**config.mk**
```make
export PLATFORM = sky130hd
export DESIGN_NAME = bios_load_sequencer
export DESIGN_NICKNAME = d
export VERILOG_FILES = /design/src/rtl/next186_loader_pkg.sv /design/src/rtl/bios_word_fifo.sv /design/src/rtl/bios_load_sequencer.sv
export SDC_FILE = /design/constraint.sdc
export NUM_CORES = 1
export LEC_CHECK = 0
export ABC_AREA = 0
export BUFFER_PORTS_ARGS = -buffer_cell sky130_fd_sc_hd__buf_4
export CORE_MARGIN = 1.5
export CORE_UTILIZATION = 40
export CTS_BUF_LIST = sky130_fd_sc_hd__clkbuf_16
export CTS_CLUSTER_DIAMETER = 80
export DETAILED_ROUTE_END_ITERATION = 12
export MAX_ROUTING_LAYER = met4
export SLEW_MARGIN = 20
export SYNTH_ARGS = -nofsm -noshare
export SYNTH_HDL_FRONTEND = slang
export SYNTH_SLANG_ARGS = --single-unit
```
**constraint.sdc**
```tcl
create_clock -name clk_sys -period 6.4 [get_ports clk_sys]
set_input_delay 1.28 -clock clk_sys [delete_from_list [all_inputs] [get_ports clk_sys]]
set_output_delay 1.28 -clock clk_sys [all_outputs]
set_load 0.01 [all_outputs]
```
**src/rtl/next186_loader_pkg.sv**
```systemverilog
// Shared types and defaults for the Next186 BIOS loader.
package next186_loader_pkg;

    localparam int unsigned BIOS_AW        = 13;
    localparam int unsigned BIOS_DW        = 16;
    localparam int unsigned IOCTL_AW       = 25;
    localparam logic [7:0]  BIOS_INDEX_DEF = 8'h00;

    typedef enum logic [1:0] {
        ST_IDLE  = 2'd0,
        ST_LOAD  = 2'd1,
        ST_FLUSH = 2'd2,
        ST_DONE  = 2'd3
    } state_t;

    typedef struct packed {
        logic [BIOS_AW-1:0] addr;
        logic [BIOS_DW-1:0] data;
    } bios_entry_t;

endpackage

```
**src/rtl/bios_word_fifo.sv**
```systemverilog
// Synchronous word FIFO for packed BIOS words; pushes while full are ignored.
module bios_word_fifo
    import next186_loader_pkg::*;
#(
    parameter int unsigned DEPTH = 8
) (
    input  logic                     i_clk,
    input  logic                     i_rst_n,
    input  logic                     i_push,
    input  logic                     i_pop,
    input  bios_entry_t              i_din,
    output bios_entry_t              o_dout_c,
    output logic [$clog2(DEPTH):0]   o_count,
    output logic                     o_full_c,
    output logic                     o_empty_c
);

    localparam int unsigned AW = $clog2(DEPTH);
    localparam int unsigned CW = AW + 1;

    bios_entry_t   r_mem [DEPTH];
    logic [AW-1:0] r_wr_ptr;
    logic [AW-1:0] r_rd_ptr;
    logic [CW-1:0] r_count;
    logic          w_push;
    logic          w_pop;

    assign o_full_c  = (r_count == CW'(DEPTH));
    assign o_empty_c = (r_count == '0);
    assign w_push    = i_push & ~o_full_c;
    assign w_pop     = i_pop & ~o_empty_c;
    assign o_dout_c  = r_mem[r_rd_ptr];
    assign o_count   = r_count;

    // Storage needs no reset; validity is tracked by the count.
    always_ff @(posedge i_clk) begin
        if (w_push) begin
            r_mem[r_wr_ptr] <= i_din;
        end
    end

    always_ff @(posedge i_clk or negedge i_rst_n) begin
        if (!i_rst_n) begin
            r_wr_ptr <= '0;
            r_rd_ptr <= '0;
            r_count  <= '0;
        end else begin
            if (w_push) begin
                r_wr_ptr <= r_wr_ptr + AW'(1);
            end
            if (w_pop) begin
                r_rd_ptr <= r_rd_ptr + AW'(1);
            end
            case ({w_push, w_pop})
                2'b10:   r_count <= r_count + CW'(1);
                2'b01:   r_count <= r_count - CW'(1);
                default: r_count <= r_count;
            endcase
        end
    end

endmodule

```
**src/rtl/bios_load_sequencer.sv**
```systemverilog
// Packs the ioctl byte stream into 16-bit BIOS words and drains them to the core on bios_req.
// Optional checksum outputs enabled by defining BIOS_LOAD_CHKSUM_EN.
module bios_load_sequencer
    import next186_loader_pkg::*;
#(
    parameter logic [7:0]  BIOS_INDEX = BIOS_INDEX_DEF,
    parameter int unsigned BIOS_WORDS = 4096,
    parameter int unsigned FIFO_DEPTH = 8
) (
    input  logic                clk_sys,
    input  logic                reset_n,
    input  logic                ioctl_download,
    input  logic                ioctl_wr,
    input  logic [24:0]         ioctl_addr,
    input  logic [7:0]          ioctl_dout,
    input  logic [7:0]          ioctl_index,
    output logic                ioctl_wait,
    input  logic                bios_req,
    output logic [12:0]         bios_addr,
    output logic [15:0]         bios_din,
    output logic                bios_wr,
    output logic                bios_done,
    output logic                bios_ovf
`ifdef BIOS_LOAD_CHKSUM_EN
    ,
    output logic [7:0]          bios_sum,
    output logic                bios_sum_ok
`endif
);

    localparam int unsigned         CW         = $clog2(FIFO_DEPTH) + 1;
    localparam logic [IOCTL_AW-1:0] ADDR_LIMIT = IOCTL_AW'(2 * BIOS_WORDS);
    localparam logic [CW-1:0]       WAIT_LEVEL = CW'(FIFO_DEPTH - 1);

    state_t              r_state;
    state_t              w_state_nxt;
    logic                r_dl_q;
    logic                w_dl_rise;
    logic                w_dl_fall;
    logic                w_idx_match;
    logic                w_in_range;
    logic                w_byte_acc;
    logic                w_load_entry;
    logic                w_flush_entry;
    logic                w_done_set;
    logic                w_done_nxt;
    logic                r_pending;
    logic [7:0]          r_lo;
    logic [BIOS_AW-1:0]  r_lo_addr;
    logic                w_push_tail;
    logic                w_push_byte;
    logic                w_push_req;
    logic                w_push_ok;
    logic                w_pop;
    bios_entry_t         w_push_data;
    bios_entry_t         w_head;
    logic [CW-1:0]       w_count;
    logic [CW-1:0]       w_count_nxt;
    logic                w_full;
    logic                w_empty;
    logic                r_wait;
    logic [BIOS_AW-1:0]  r_bios_addr;
    logic [BIOS_DW-1:0]  r_bios_din;
    logic                r_bios_wr;
    logic                r_done;
    logic                r_ovf;

    assign w_idx_match = (ioctl_index == BIOS_INDEX);
    assign w_dl_rise   = ioctl_download & ~r_dl_q;
    assign w_dl_fall   = ~ioctl_download & r_dl_q;
    assign w_in_range  = (ioctl_addr < ADDR_LIMIT);
    assign w_byte_acc  = (r_state == ST_LOAD) & ioctl_wr & ioctl_download & w_idx_match & w_in_range;

    always_ff @(posedge clk_sys or negedge reset_n) begin
        if (!reset_n) begin
            r_state <= ST_IDLE;
        end else begin
            r_state <= w_state_nxt;
        end
    end

    // Next state plus one-cycle entry pulses used by the datapath.
    always_comb begin
        w_state_nxt   = r_state;
        w_load_entry  = 1'b0;
        w_flush_entry = 1'b0;
        w_done_set    = 1'b0;
        case (r_state)
            ST_IDLE, ST_DONE: begin
                if (w_dl_rise && w_idx_match) begin
                    w_state_nxt  = ST_LOAD;
                    w_load_entry = 1'b1;
                end
            end
            ST_LOAD: begin
                if (w_dl_fall) begin
                    w_state_nxt   = ST_FLUSH;
                    w_flush_entry = 1'b1;
                end
            end
            ST_FLUSH: begin
                if (w_empty && !r_bios_wr) begin
                    w_state_nxt = ST_DONE;
                    w_done_set  = 1'b1;
                end
            end
            default: w_state_nxt = ST_IDLE;
        endcase
    end

    assign w_done_nxt  = w_load_entry ? 1'b0 : (r_done | w_done_set);
    assign w_push_tail = w_flush_entry & r_pending;
    assign w_push_byte = w_byte_acc & ioctl_addr[0];
    assign w_push_req  = w_push_tail | w_push_byte;
    assign w_push_ok   = w_push_req & ~w_full;
    assign w_pop       = bios_req & ~w_empty;
    assign w_count_nxt = w_count + CW'(w_push_ok) - CW'(w_pop);

    // A lone trailing even byte or a lone odd byte gets 8'hFF in the missing half.
    always_comb begin
        w_push_data = '0;
        if (w_push_tail) begin
            w_push_data.addr = r_lo_addr;
            w_push_data.data = {8'hFF, r_lo};
        end else begin
            w_push_data.addr = ioctl_addr[13:1];
            w_push_data.data = {ioctl_dout, (r_pending ? r_lo : 8'hFF)};
        end
    end

    bios_word_fifo #(
        .DEPTH     (FIFO_DEPTH)
    ) u_fifo (
        .i_clk     (clk_sys),
        .i_rst_n   (reset_n),
        .i_push    (w_push_req),
        .i_pop     (w_pop),
        .i_din     (w_push_data),
        .o_dout_c  (w_head),
        .o_count   (w_count),
        .o_full_c  (w_full),
        .o_empty_c (w_empty)
    );

    always_ff @(posedge clk_sys or negedge reset_n) begin
        if (!reset_n) begin
            r_dl_q      <= 1'b0;
            r_wait      <= 1'b0;
            r_bios_wr   <= 1'b0;
            r_bios_addr <= '0;
            r_bios_din  <= '0;
            r_done      <= 1'b0;
            r_ovf       <= 1'b0;
            r_pending   <= 1'b0;
            r_lo        <= '0;
            r_lo_addr   <= '0;
        end else begin
            r_dl_q    <= ioctl_download;
            r_wait    <= (w_count_nxt >= WAIT_LEVEL);
            r_bios_wr <= w_pop;
            r_done    <= w_done_nxt;
            if (w_pop) begin
                r_bios_addr <= w_head.addr;
                r_bios_din  <= w_head.data;
            end
            if (w_load_entry) begin
                r_ovf     <= 1'b0;
                r_pending <= 1'b0;
            end else begin
                if (w_push_req && w_full) begin
                    r_ovf <= 1'b1;
                end
                if (w_push_tail) begin
                    r_pending <= 1'b0;
                end else if (w_byte_acc) begin
                    if (ioctl_addr[0]) begin
                        r_pending <= 1'b0;
                    end else begin
                        r_pending <= 1'b1;
                        r_lo      <= ioctl_dout;
                        r_lo_addr <= ioctl_addr[13:1];
                    end
                end
            end
        end
    end

    assign ioctl_wait = r_wait;
    assign bios_addr  = r_bios_addr;
    assign bios_din   = r_bios_din;
    assign bios_wr    = r_bios_wr;
    assign bios_done  = r_done;
    assign bios_ovf   = r_ovf;

`ifdef BIOS_LOAD_CHKSUM_EN
    logic [7:0] r_sum;
    logic [7:0] w_sum_nxt;
    logic       r_sum_ok;

    always_comb begin
        w_sum_nxt = r_sum;
        if (w_load_entry) begin
            w_sum_nxt = 8'h00;
        end else if (w_byte_acc) begin
            w_sum_nxt = r_sum + ioctl_dout;
        end
    end

    always_ff @(posedge clk_sys or negedge reset_n) begin
        if (!reset_n) begin
            r_sum    <= '0;
            r_sum_ok <= 1'b0;
        end else begin
            r_sum    <= w_sum_nxt;
            r_sum_ok <= w_done_nxt & (w_sum_nxt == 8'h00);
        end
    end

    assign bios_sum    = r_sum;
    assign bios_sum_ok = r_sum_ok;
`endif

endmodule

```
; Yosys cells after proc, flatten, opt, wreduce, memory -nomap -nowiden
; Memories as Yosys holds them, arrays and structs flattened. A register that Yosys moved wholly into a read port is not among the register bits.
; Cells that the tools add are included.
[classes]
n_addsub = 6
reduce_logical = 14
magnitude_cmp = 2
mux = 22
n_bitwise = 20
eq_ne = 9
[op_table]
columns = op, n
row1 = 29-bit 2-to-1 mux, 1
row2 = 25-bit by 14-bit less-than comparator with 1-bit output (second input constant), 1
row3 = 1-bit 2-to-1 mux, 15
row4 = 1-bit bitwise AND, 11
row5 = 8-bit zero test, 1
row6 = 8-bit 2-to-1 mux, 1
row7 = 4-bit case mux with 2 select lines, 1
row8 = 1-bit NOT, 7
row9 = 3-bit by 1-bit adder with 3-bit output (second input constant), 2
row10 = 2-bit equality test (second input constant), 3
row11 = 2-bit 2-to-1 mux, 3
row12 = 2-bit != test (second input constant), 3
row13 = 2-bit case mux with 3 select lines, 1
row14 = 4-bit by 1-bit adder with 4-bit output, 1
row15 = 4-bit by 1-bit adder with 4-bit output (second input constant), 1
row16 = 2-bit by 1-bit equality test with 1-bit output (second input constant), 2
row17 = 4-bit equality test (second input constant), 1
row18 = 4-bit by 3-bit >= comparator with 1-bit output (second input constant), 1
row19 = 4-bit zero test, 1
row20 = 4-bit AND reduction, 1
row21 = 2-bit nonzero test, 2
row22 = 4-bit by 1-bit subtractor with 4-bit output, 1
row23 = 4-bit by 1-bit subtractor with 4-bit output (second input constant), 1
row24 = 1-bit logical AND, 3
row25 = other kinds (6), 8
[word_totals]
word_cells = 86
ramBits = 232
inputBits = 46
regBits = 39
mem_count = 1
output_inout_bits = 33
[memory_table]
columns = name, depth, word_bits, rd, rd_clocked_by_memory_dff, write_ports, line
row1 = u_fifo.r_mem, 8, 29, 1, 1, 1, bios_word_fifo.sv:21  ; bios_entry_t r_mem [DEPTH];

; Logic depth before layout (Yosys ltp)
[depth]
ltp_word = 11
ltp_mapped = 14
mapped_depth_nobuf = 13

; Cells and area by module
; A second synthesis with hierarchy kept.
[hier_totals]
hier_cells = 636
area_unflattened_um2 = 12250.5
[modules_own_cells]
columns = mod, area_per_inst_um2, cells_per_inst, instances, seq_area_each_um2
row1 = bios_word_fifo, 9395.3, 403, 1, 7216.9
row2 = bios_load_sequencer, 2855.2, 233, 1, 1451.4

; Least setup slack after synthesis
; OpenSTA, ideal clock, no wires.
[synth_timing]
path_kind = input-to-reg
startpoint = input ioctl_addr[19]
endpoint = memory u_fifo.r_mem[4][0] (netlist bit) (enable)
n_path_buf = 0
stages = 4
arrival_time_ns = 5.171
setup_ns = 0.499
setup_slack_ns = 0.730
t_required_ns = 5.901
path_cell_list = nor4b_1 > nand3_1 > o21a_1 > nor4b_1
[synth_via]
elab_chain_cells = 7
[synth_lines]
columns = element, line
row1 = "start, declared", bios_load_sequencer.sv:14  ; input logic [24:0] ioctl_addr,
row2 = 25-bit by 14-bit less-than comparator with 1-bit output, bios_load_sequencer.sv:71  ; assign w_in_range = (ioctl_addr < ADDR_LIMIT);
row3 = 1-bit bitwise AND, bios_load_sequencer.sv:72  ; assign w_byte_acc = (r_state == ST_LOAD) & ioctl_wr & ioctl_download & w_idx_match & w_in_range;
row4 = 1-bit bitwise AND, bios_load_sequencer.sv:113  ; assign w_push_byte = w_byte_acc & ioctl_addr[0];
row5 = 1-bit OR, bios_load_sequencer.sv:114  ; assign w_push_req = w_push_tail | w_push_byte;
row6 = 1-bit bitwise AND, bios_word_fifo.sv:30  ; assign w_push = i_push & ~o_full_c;
row7 = 1-bit 2-to-1 mux, bios_word_fifo.sv:37  ; if (w_push) begin
row8 = 1-bit 2-to-1 mux (not written as such), bios_word_fifo.sv:38  ; r_mem[r_wr_ptr] <= i_din;
row9 = "end, declared", bios_word_fifo.sv:21
; No other way between the ends.

; Worst setup path in the final report
[layout_timing]
startpoint = input ioctl_addr[19]
endpoint = register u_fifo.r_count[2], in the netlist u_fifo.o_count[2]
[layout_via]
elab_chain_cells = 7
word_cells_on_any_way = 9
cone_classes = order compare: 1 / eq/ne: 2 / mux: 1 / bitwise: 4 / reduce/logical: 1
[layout_lines]
columns = element, line
row1 = 25-bit by 14-bit less-than comparator with 1-bit output *, bios_load_sequencer.sv:71
row2 = 1-bit bitwise AND *, bios_load_sequencer.sv:72
row3 = 1-bit bitwise AND *, bios_load_sequencer.sv:113
row4 = 1-bit OR *, bios_load_sequencer.sv:114
row5 = 1-bit bitwise AND *, bios_word_fifo.sv:30
row6 = 2-bit by 1-bit equality test with 1-bit output / 2-bit equality test (equally long branches), bios_word_fifo.sv:54  ; case ({w_push, w_pop})
row7 = 4-bit case mux with 2 select lines / 2-bit nonzero test (equally long branches), --
row8 = "end signal, assigned", bios_word_fifo.sv:55  ; 2'b10: r_count <= r_count + CW'(1);
row9 = "end signal, assigned", bios_word_fifo.sv:56  ; 2'b01: r_count <= r_count - CW'(1);
row10 = "end signal, assigned", bios_word_fifo.sv:57  ; default: r_count <= r_count;
row11 = "end, declared", bios_word_fifo.sv:24  ; logic [CW-1:0] r_count;
; Mark *: on every way between the ends. The rest lies on a longest branch, timed or not.
; A chain may end at the register's enable or synchronous reset.

==> flow_metrics.env <==
export IMPL_post_cts_buffers=0
export IMPL_portBuffers=78
export IMPL_synth_edff_count=232
export IMPL_antenna_found_initial=0
export IMPL_swShare_pct=26.8
export IMPL_path_class="input pin to flip-flop"
export IMPL_cp_end_kind="flip-flop"
export IMPL_clkPwrFrac_pct=33.3
export IMPL_synth_async_reset_ratio_pct=22.7
export IMPL_fmax_mhz=260
export IMPL_worst_pin_slew_ps=838
export IMPL_grt_overflow=0
export IMPL_ys_flop_type="edfxtp_1"
export IMPL_initial_core_util_pct=40.8
export IMPL_multiInputGateArea_um2=3350
export IMPL_critPathMaxFanout=12
export IMPL_syn_nets=707
export IMPL_cts_buffer_depth=3
export IMPL_fp_coreArea_um2=29800
export IMPL_layout_common_cells="edfxtp_1 (232), buf_4 (94), dfrtp_1 (65)"
export IMPL_min_period_ps=3850
export IMPL_leakagePower_nw=4.95
export IMPL_vdd_drop_max_mv=0.235
export IMPL_path_cells="buf_4, nor4b_1, nand3_1, o21a_1, or2_2, ha_1, xor2_1, ha_1, a21oi_1, xor2_1, nor2_1, xnor2_1"
export IMPL_vias=6031
export IMPL_gp_congestion=0.782
export IMPL_setup_viol=0
export IMPL_slowest_stage="nor4b_1"
export IMPL_nFillCells=2526
export IMPL_cts_sinks=300
export IMPL_die_width_um=177
export IMPL_register_area_um2=8670
export IMPL_fin_nets=800
export IMPL_grt_pass1_vias=6551
export IMPL_final_hold_viol_count=0
export IMPL_hold_path_class="flip-flop to flip-flop"
export IMPL_grt_setup_unrepaired="no"
export IMPL_antenna_cells=0
export IMPL_final_setup_tns_ps=0
export IMPL_required_ps=6840
export IMPL_drtIter0Drc=480
export IMPL_area_growth_pct=17.0
export IMPL_dr_pass1_iters=4
export IMPL_cts_buffers=31
export IMPL_ant_nets=0
export IMPL_synthCells=646
export IMPL_syn_area_um2=12200
export IMPL_p_int_mw=3.78
export IMPL_pwr_share_comb_pct=20.9
export IMPL_ys_types=49
export IMPL_vias_per_cell=5.23
export IMPL_maxCapViolCount=0
export IMPL_yosys_register_bits=300
export IMPL_crit_family="simple AND/OR/NAND/NOR gates"
export IMPL_start_kind="input pin"
export IMPL_wl_per_cell_um=21.0
export IMPL_holdBufCountCts=0
export IMPL_layout_drive_gt1_share_pct=33.0
export IMPL_final_util_pct=47.8
export IMPL_power_switching_mw=1.38
export IMPL_num_rows=63
export IMPL_drc=0
export IMPL_synth_seq_area_share_pct=71.2
export IMPL_cts_resized=0
export IMPL_avgSynthCellArea_um2=18.8
export IMPL_clk_latency_ps=550
export IMPL_grt_usage_pct=16.5
export IMPL_cts_tree="yes"
export IMPL_clock_skew_ps=11.6
export IMPL_cp_buffers_inverters=1
export IMPL_clockRootBuffer="clkbuf_16"
export IMPL_grt_pass1_wl_um=38000
export IMPL_maxSlewViolCount=0
export IMPL_final_common_cell="edfxtp_1"
export IMPL_ioPinCount=79
export IMPL_outcome="completed"
export IMPL_clk_pin_slew_ps=60
export IMPL_totalWireLength_um=24300
export IMPL_seqPwrFrac_pct=45.8
export IMPL_post_dp_hpwl_um=13400
export IMPL_fin_crit_sh_pct=60.2
export IMPL_design_die_area_um2=31500
export IMPL_grt_start_max_net_pins=62
export IMPL_die_height_um=177
export IMPL_maxSlewHeadroom_pct=44.2
export IMPL_max_stage_delay_ps=530
export IMPL_cellPowerDensity_nw_per_um2=363
export IMPL_yosysWarningCount=0
export IMPL_critPathArrivalTime_ps=4290
export IMPL_cts_htree_levels=1
-- power groups by stage --
stage / registers (mW) / logic (mW) / clock network, mW
6_report: 2.36 / 1.08 / 1.72
5_1_grt: 2.39 / 1.19 / 1.83
4_1_cts: 2.37 / 1.11 / 1.76
3_5_place_dp: 2.41 / 1.10 / 0
3_3_place_gp: 2.40 / 1.09 / 0
2_1_floorplan: 2.33 / 0.817 / 0
-- logic make-up (layout without fill, tap and decap cells) --
logic type	count (synthesis)	in the layout	share of synthesized area, %
AOI/OAI and AO/OA	48	48	2.23
muxes	122	122	16.9
adders and majority gates	15	15	1.60
xor gates and xnor gates	10	10	0.720
DFF	300	300	71.2
buffers and inverters	45	163	1.76
and+or+nand+nor	106	106	5.52
-- registers in the layout (all words and copies together), names as in the netlist --
| signal | cells |
|---|---|
| u_fifo.r_mem | 232 |
| bios_din | 16 |
| bios_addr | 13 |
| r_lo_addr | 13 |
| r_lo | 8 |
| u_fifo.o_count | 4 |
| u_fifo.r_rd_ptr | 3 |
| u_fifo.r_wr_ptr | 3 |
| r_state | 2 |
| bios_done | 1 |
| bios_ovf | 1 |
| bios_wr | 1 |
| ioctl_wait | 1 |
| r_dl_q | 1 |
| r_pending | 1 |
-- final cells by class --
type	count	area share, %
Clock buffer	31	5.45
Clock inverter	27	1.42
Inverter	11	0.290
Multi-Input combinational cell	301	23.5
Sequential cell	300	60.9
Tap cell	390	3.43
Timing Repair Buffer	94	4.96
-- Yosys cell counts (5+ instances only) --
master	n	area (um2)
edfxtp_1	232	6970
dfrtp_1	68	1700
mux4_2	58	1310
nand2_1	38	143
o21ai_0	32	160
mux2i_1	30	300
nand2b_1	20	125
mux2_4	19	285
mux2_2	15	169
clkbuf_1	14	52.6
ha_1	14	175
buf_2	12	60.1
inv_1	11	41.3
xnor2_1	7	61.3
a21oi_1	5	25.0
nand3_1	5	25.0
nor2_1	5	18.8
-- final timing paths --
kind | to | cells after the start | slack [ps] | from
setup / recovery | u_fifo.o_count[2]$_DFFE_PN0P_ | 12 | 2550 | ioctl_addr[19]
hold / removal | bios_addr[7]$_DFFE_PN0P_ | 2 | 480 | bios_addr[7]$_DFFE_PN0P_
setup reg to reg | u_fifo.o_count[2]$_DFFE_PN0P_ | 13 | 2730 | r_state[1]$_DFFE_PN0P_
hold reg to reg | bios_addr[7]$_DFFE_PN0P_ | 2 | 480 | bios_addr[7]$_DFFE_PN0P_
max in group asynchronous | u_fifo.r_rd_ptr[0]$_DFFE_PN0P_ | 2 | 4710 | reset_n
min in group asynchronous | r_lo_addr[7]$_DFFE_PN0P_ | 1 | 620 | reset_n
-- worst register-to-register path: stages, from the launching register on --
cell and delay (ps):
dfrtp_1 400, inv_1 90, ha_1 210, nor4b_1 490, nand3_1 260, o21a_1 490
or2_2 430, ha_1 290, xor2_1 170, ha_1 190, a21oi_1 150, xor2_1 200
nor2_1 70, xnor2_1 120
-- per-layer routing --
| layer | track usage [%] | vias up | share of wire, % |
|---|---|---|---|
| met5 | - | - | 0 |
| met3 | 2.53 | 31 | 4.8 |
| met1 | 22.7 | 3121 | 45 |
| li1 | - | 2725 | - |
| met2 | 26.4 | 154 | 49 |
| met4 | 3.36 | 0 | 1.5 |
-- per-stage QoR --
| stage | cells | hold WS (ps) | setup slack [ps] | area (um2) | power (mW) |
|---|---|---|---|---|---|
| after floorplan | 646 | 449 | 730 | 12200 | 3.15 |
| after global placement | 1096 | 463 | 2210 | 13300 | 3.49 |
| after detailed placement | 1096 | 472 | 2040 | 13300 | 3.51 |
| after CTS | 1154 | 485 | 2630 | 14200 | 5.23 |
| after global routing | 1154 | 499 | 2400 | 14200 | 5.42 |
| final | 1154 | 478 | 2550 | 14200 | 5.16 |
No activity file was read; power rests on OpenSTA's default activity.
